==> src/rtl/lod_norm_pipe.sv <==
// Leading-one detector + normaliser: reports 1-based position of the top set bit, leading-zero count, zero flag and left-normalised operand.
// Latency: 2 cycles from input transfer to io_out_valid; one operand per cycle while io_out_ready is high.
// Backpressure: valid/ready at both ports; a stalled output holds S2, S1 still fills once, then io_in_ready drops.
//
// Ports:
//    clock, reset        rising-edge clock, synchronous active-low reset
//    io_in_valid/ready   upstream handshake, io_in_bits is the operand
//    io_out_valid/ready  downstream handshake
//    io_out_pos          1-based index of the highest set bit (0 for a zero operand)
//    io_out_lzc          leading-zero count (WIDTH for a zero operand)
//    io_out_zero         operand was all zeros
//    io_out_norm         operand shifted left so its leading one sits at bit WIDTH-1

module lod_norm_pipe #(
   parameter int WIDTH = 10,
   parameter int POS_W = 4
) (
   input  logic             clock,
   input  logic             reset,
   input  logic             io_in_valid,
   output logic             io_in_ready,
   input  logic [WIDTH-1:0] io_in_bits,
   output logic             io_out_valid,
   input  logic             io_out_ready,
   output logic [POS_W-1:0] io_out_pos,
   output logic [POS_W-1:0] io_out_lzc,
   output logic             io_out_zero,
   output logic [WIDTH-1:0] io_out_norm
);

   // Stage 1 registers
   logic             s1Valid;
   logic [WIDTH-1:0] s1Data;
   logic [POS_W-1:0] s1Pos;
   logic [POS_W-1:0] s1Lzc;

   // Stage 2 registers (drive the outputs directly)
   logic             s2Valid;
   logic [POS_W-1:0] s2Pos;
   logic [POS_W-1:0] s2Lzc;
   logic             s2Zero;
   logic [WIDTH-1:0] s2Norm;

   logic             s1En;
   logic             s2En;
   logic [POS_W-1:0] inPos;
   logic [POS_W-1:0] inLzc;

   // A stage may load when it is empty or when the stage after it is moving.
   assign s2En        = !s2Valid || io_out_ready;
   assign s1En        = !s1Valid || s2En;
   assign io_in_ready = s1En;

   // Ascending scan: a later (higher) set bit overwrites earlier ones,
   // which gives the highest set bit priority.
   always_comb begin
      inPos = '0;
      for (int i = 0; i < WIDTH; i++) begin
         if (io_in_bits[i]) begin
            inPos = POS_W'(i + 1);
         end
      end
   end

   assign inLzc = POS_W'(WIDTH) - inPos;

   always_ff @(posedge clock) begin
      if (!reset) begin
         s1Valid <= 1'b0;
         s1Data  <= '0;
         s1Pos   <= '0;
         s1Lzc   <= '0;
         s2Valid <= 1'b0;
         s2Pos   <= '0;
         s2Lzc   <= '0;
         s2Zero  <= 1'b0;
         s2Norm  <= '0;
      end else begin
         if (s1En) begin
            s1Valid <= io_in_valid;
         end
         // Payload registers only move when real data arrives.
         if (s1En && io_in_valid) begin
            s1Data <= io_in_bits;
            s1Pos  <= inPos;
            s1Lzc  <= inLzc;
         end
         if (s2En) begin
            s2Valid <= s1Valid;
         end
         if (s2En && s1Valid) begin
            s2Pos  <= s1Pos;
            s2Lzc  <= s1Lzc;
            s2Zero <= (s1Pos == '0);
            // A zero operand has lzc == WIDTH, which shifts everything out.
            s2Norm <= s1Data << s1Lzc;
         end
      end
   end

   assign io_out_valid = s2Valid;
   assign io_out_pos   = s2Pos;
   assign io_out_lzc   = s2Lzc;
   assign io_out_zero  = s2Zero;
   assign io_out_norm  = s2Norm;

endmodule
==> config.mk <==
export PLATFORM = sky130hd
export DESIGN_NAME = lod_norm_pipe
export DESIGN_NICKNAME = d
export VERILOG_FILES = /design/src/rtl/lod_norm_pipe.sv
export SDC_FILE = /design/constraint.sdc
export NUM_CORES = 1
export LEC_CHECK = 0
export ABC_CLOCK_PERIOD_IN_PS = 2400
export CORE_UTILIZATION = 51
export DETAILED_ROUTE_END_ITERATION = 8
export PLACE_DENSITY = 0.77
export SYNTH_ARGS = -nofsm -noshare
export SYNTH_HDL_FRONTEND = slang
export SYNTH_SLANG_ARGS = --single-unit
export TNS_END_PERCENT = 30
==> constraint.sdc <==
create_clock -name clock -period 2.4 [get_ports clock]
set_clock_uncertainty 0.1 [all_clocks]
set_input_delay 0.36 -clock clock [delete_from_list [all_inputs] [get_ports clock]]
set_output_delay 0.36 -clock clock [all_outputs]
set_load 0.005 [all_outputs]
==> results by group <==
Critical path
  – CP max stage cell: clkdlybuf4s50_1
  – Worst-path cell chain: clkdlybuf4s50_1 -> nand3b_1 -> clkdlybuf4s50_1
  – Peak fanout along the critical path: 5
  – CP Capture Type: output port
  – Delay-heaviest family, CP: buffers and inverters
  – Worst Setup SP: io_out_ready
  – Worst setup path category: in -> out
  – Worst r2r src: s1Pos[0]
  – Crit-path max cell delay: ~0.55 ns
  – CP Data Required Time: between 1.5 and 2 ns
  – Worst Path Buf+Inv: 2
  – Crit path launch type: input pin
  – Arr. time, crit path: approximately 1.6 ns
  – Crit path top cell by count: clkdlybuf4s50_1

Yosys
  – Avg Cell Area, Syn: 8.58 um2
  – Sequential share of the synthesized area: 41.7%
  – Main synth FF type: dfxtp_1
  – Mapped Cells: a little over 200
  – EDFF count, synth: 0
  – Seq cells post-synth: 37
  – Syn nets: about 220
  – FFs w/ async S/R, synth: 0%
  – Library cells used by synthesis: 38
  – Synthesized area: around 1800 um2
  – Ys Warns: 0

Layout
  – Util after Layout: roughly 66%
  – Area Growth Syn to Fin: 24.7%
  – Area occupied by multi-input gates: between 900 and 1000 um2
  – Layout cells sized above 1: 9.21%
  – Diodes inserted: 0
  – Fillers: roughly 300
  – Design area: 2210 um2
  – Flip-flop and latch area: around 740 um2
  – Commonest cells after routing, fill and taps aside: 46 x nand2_1, 37 x dfxtp_1, 34 x clkdlybuf4s50_1, 30 x a21oi_1
  – Commonest non-fill, non-tap cell in the layout: nand2_1
  – Nets: 254

Status
  – Status: finished clean

GRT
  – Largest net degree at the start of global routing: 22
  – Vias in the first global route: around 1300
  – First-pass GRT wire length: 5870 um
  – Global-route usage over all layers: between 20 and 25%
  – GRT overflow: 0
  – Antenna violations before repair: 0

Clock network
  – H-tree depth: 2
  – # hold bufs at CTS: 0
  – Sink Count: 37
  – Clk_lat worst skew: ~0.34 ns
  – Post_cts resized: 0
  – CTS clk-pin slew, worst paths: roughly 0.1 ns
  – Clock Path Buffers: 2
  – Root cell of the clock tree: clkbuf_4
  – TritonCTS Buffers: 5
  – Post-CTS Setup Bufs: 0
  – TritonCTS clock tree: built

Timing
  – Relative slew slack: roughly two thirds
  – Final setup violation count: 0
  – Final Max Tran Viols: 0
  – Max Clk Rate: ~500 MHz
  – RSZ-0062 raised after global routing: no
  – Fin Setup TNS: 0 ns
  – Hold Slack: between 0.3 and 0.4 ns
  – Final min period: 2.03 ns
  – Endpoints failing hold: 0
  – Slew of the pin with the lowest slew margin: 0.526 ns
  – Tcrit/Tclk final: 84.8%

Power and ir drop
  – Sw Ratio: between 20% and 30%
  – Worst vdd ir: 0.000260 V
  – Total power per unit cell area: 578 nW/um2
  – Design internal power: 0.000959 W
  – Sequential power share: between 50 and 60%
  – Switch Pwr: 0.000322 W
  – Lkg Pwr: between 0.8 and 0.9 nW
  – Comb pwr share: 15.0%
  – Clock network power share: between 30% and 40%

Placed design
  – IO buf count: 34
  – Placement Cell Area: 2140 um2
  – Half-perimeter wire length after placement: 2660 um
  – Placer Congestion: a little under 0.8

Die
  – Full die area: about 3700 um2
  – Die H: ~60 um
  – Io pins: 35
  – Initial Utilization: between 50% and 60%
  – Core area: around 3300 um2
  – Die boundary width: 61 um
  – Cell Rows: 21

Route
  – Detailed Route Iter0 Violations: between 60 and 70
  – WL final: about 3600 um
  – Routed Antenna Nets: 0
  – DRC errors left: 0
  – Vias post-DR: 1512
  – Routed vias/inst: about 5.3
  – 1st-pass router iterations: 4
  – Avg WL per Cell: between 10 and 15 um

Min path
  – Hold Path Class: reg -> reg
  – Hold path startpoint: io_out_zero

Job
  – Max Cap Viol: 0
==> synthesized netlist by cell type, drive strengths merged, types with 2 or more instances <==
cell type / instances / area share (%)
nor3: 3 / 0.85
nor2b: 2 / 1.1
nand2b: 3 / 1.1
a211oi: 2 / 0.85
nand3b: 3 / 1.3
and2: 2 / 0.71
mux2i: 7 / 3.9
dfxtp: 37 / 42
nor4: 2 / 0.70
mux2: 2 / 1.3
o31ai: 2 / 0.85
clkbuf: 11 / 2.3
nand3: 8 / 2.3
inv: 8 / 1.7
o21ai: 8 / 2.3
nor2: 7 / 1.5
buf: 5 / 2.4
nand2: 46 / 9.7
a21oi: 30 / 8.5
mux4: 6 / 8.0
==> final timing paths <==
kind               endpoint  depth (start not counted)  slack, ns
min reg2reg     io_out_zero                          2       0.36
max reg2reg  io_out_norm[9]                          4       0.45
min             io_out_zero                          2       0.36
max             io_in_ready                          3       0.37
==> power groups by stage <==
| stage | sequential, W | combinational [W] | clock, W |
|---|---|---|---|
| floorplan | 0.000674 | 0.000130 | 0 |
| global placement | 0.000689 | 0.000190 | 0 |
| detailed placement | 0.000691 | 0.000192 | 0 |
| CTS | 0.000677 | 0.000193 | 0.000420 |
| global route | 0.000682 | 0.000215 | 0.000443 |
| finish | 0.000677 | 0.000192 | 0.000412 |
==> metrics by stage <==
step	instances	setup slack, ns	total power (W)
5_1_grt	285	0.331	0.00134
3_5_place_dp	278	0.320	0.000884
3_3_place_gp	278	0.339	0.000879
2_1_floorplan	207	0.768	0.000804
6_report	285	0.365	0.00128
4_1_cts	285	0.369	0.00129
==> layout make-up <==
cell class | instances | share of cell area [%]
tap | 46 | 2.60
multi-input combinational | 146 | 41.6
clock buffer | 5 | 1.69
clock inverter | 2 | 1.58
inverter | 8 | 1.36
sequential | 37 | 33.4
timing repair buffer | 41 | 17.7
==> worst min-delay path, cell delays in order, from the launching register on <==
cell,delay (ns)
dfxtp_1,0.33
nand2_1,0.05
a21oi_1,0.05
==> kinds of logic after synthesis <==
| logic type | Yosys count | synth area share, % |
|---|---|---|
| and+or+nand+nor | 80 | 20.6 |
| AOI/OAI and AO/OA | 49 | 16.8 |
| DFF | 37 | 41.7 |
| buffers and inverters | 24 | 6.41 |
| muxes | 15 | 13.2 |
| xor gates and xnor gates | 1 | 0.493 |
| adders and majority gates | 1 | 0.705 |
==> flip-flops by register name, summed over array words and instances, names as in the netlist <==
| register | cells |
|---|---|
| io_out_lzc | 3 |
| io_out_zero | 1 |
| io_out_norm | 10 |
| s1Lzc | 3 |
| s1Data | 10 |
| s1Valid | 1 |
| s1Pos | 4 |
| io_out_valid | 1 |
| io_out_pos | 4 |
==> metal layers <==
metal | GRT usage (%) | up-vias | share of wire [%]
met5 | 0 | - | 0
met4 | 9.74 | 0 | 1.5
met3 | 3.84 | 7 | 4.1
met2 | 35.3 | 37 | 47
met1 | 29.9 | 683 | 48
li1 | - | 785 | -
(Power assumes the default switching activity.)
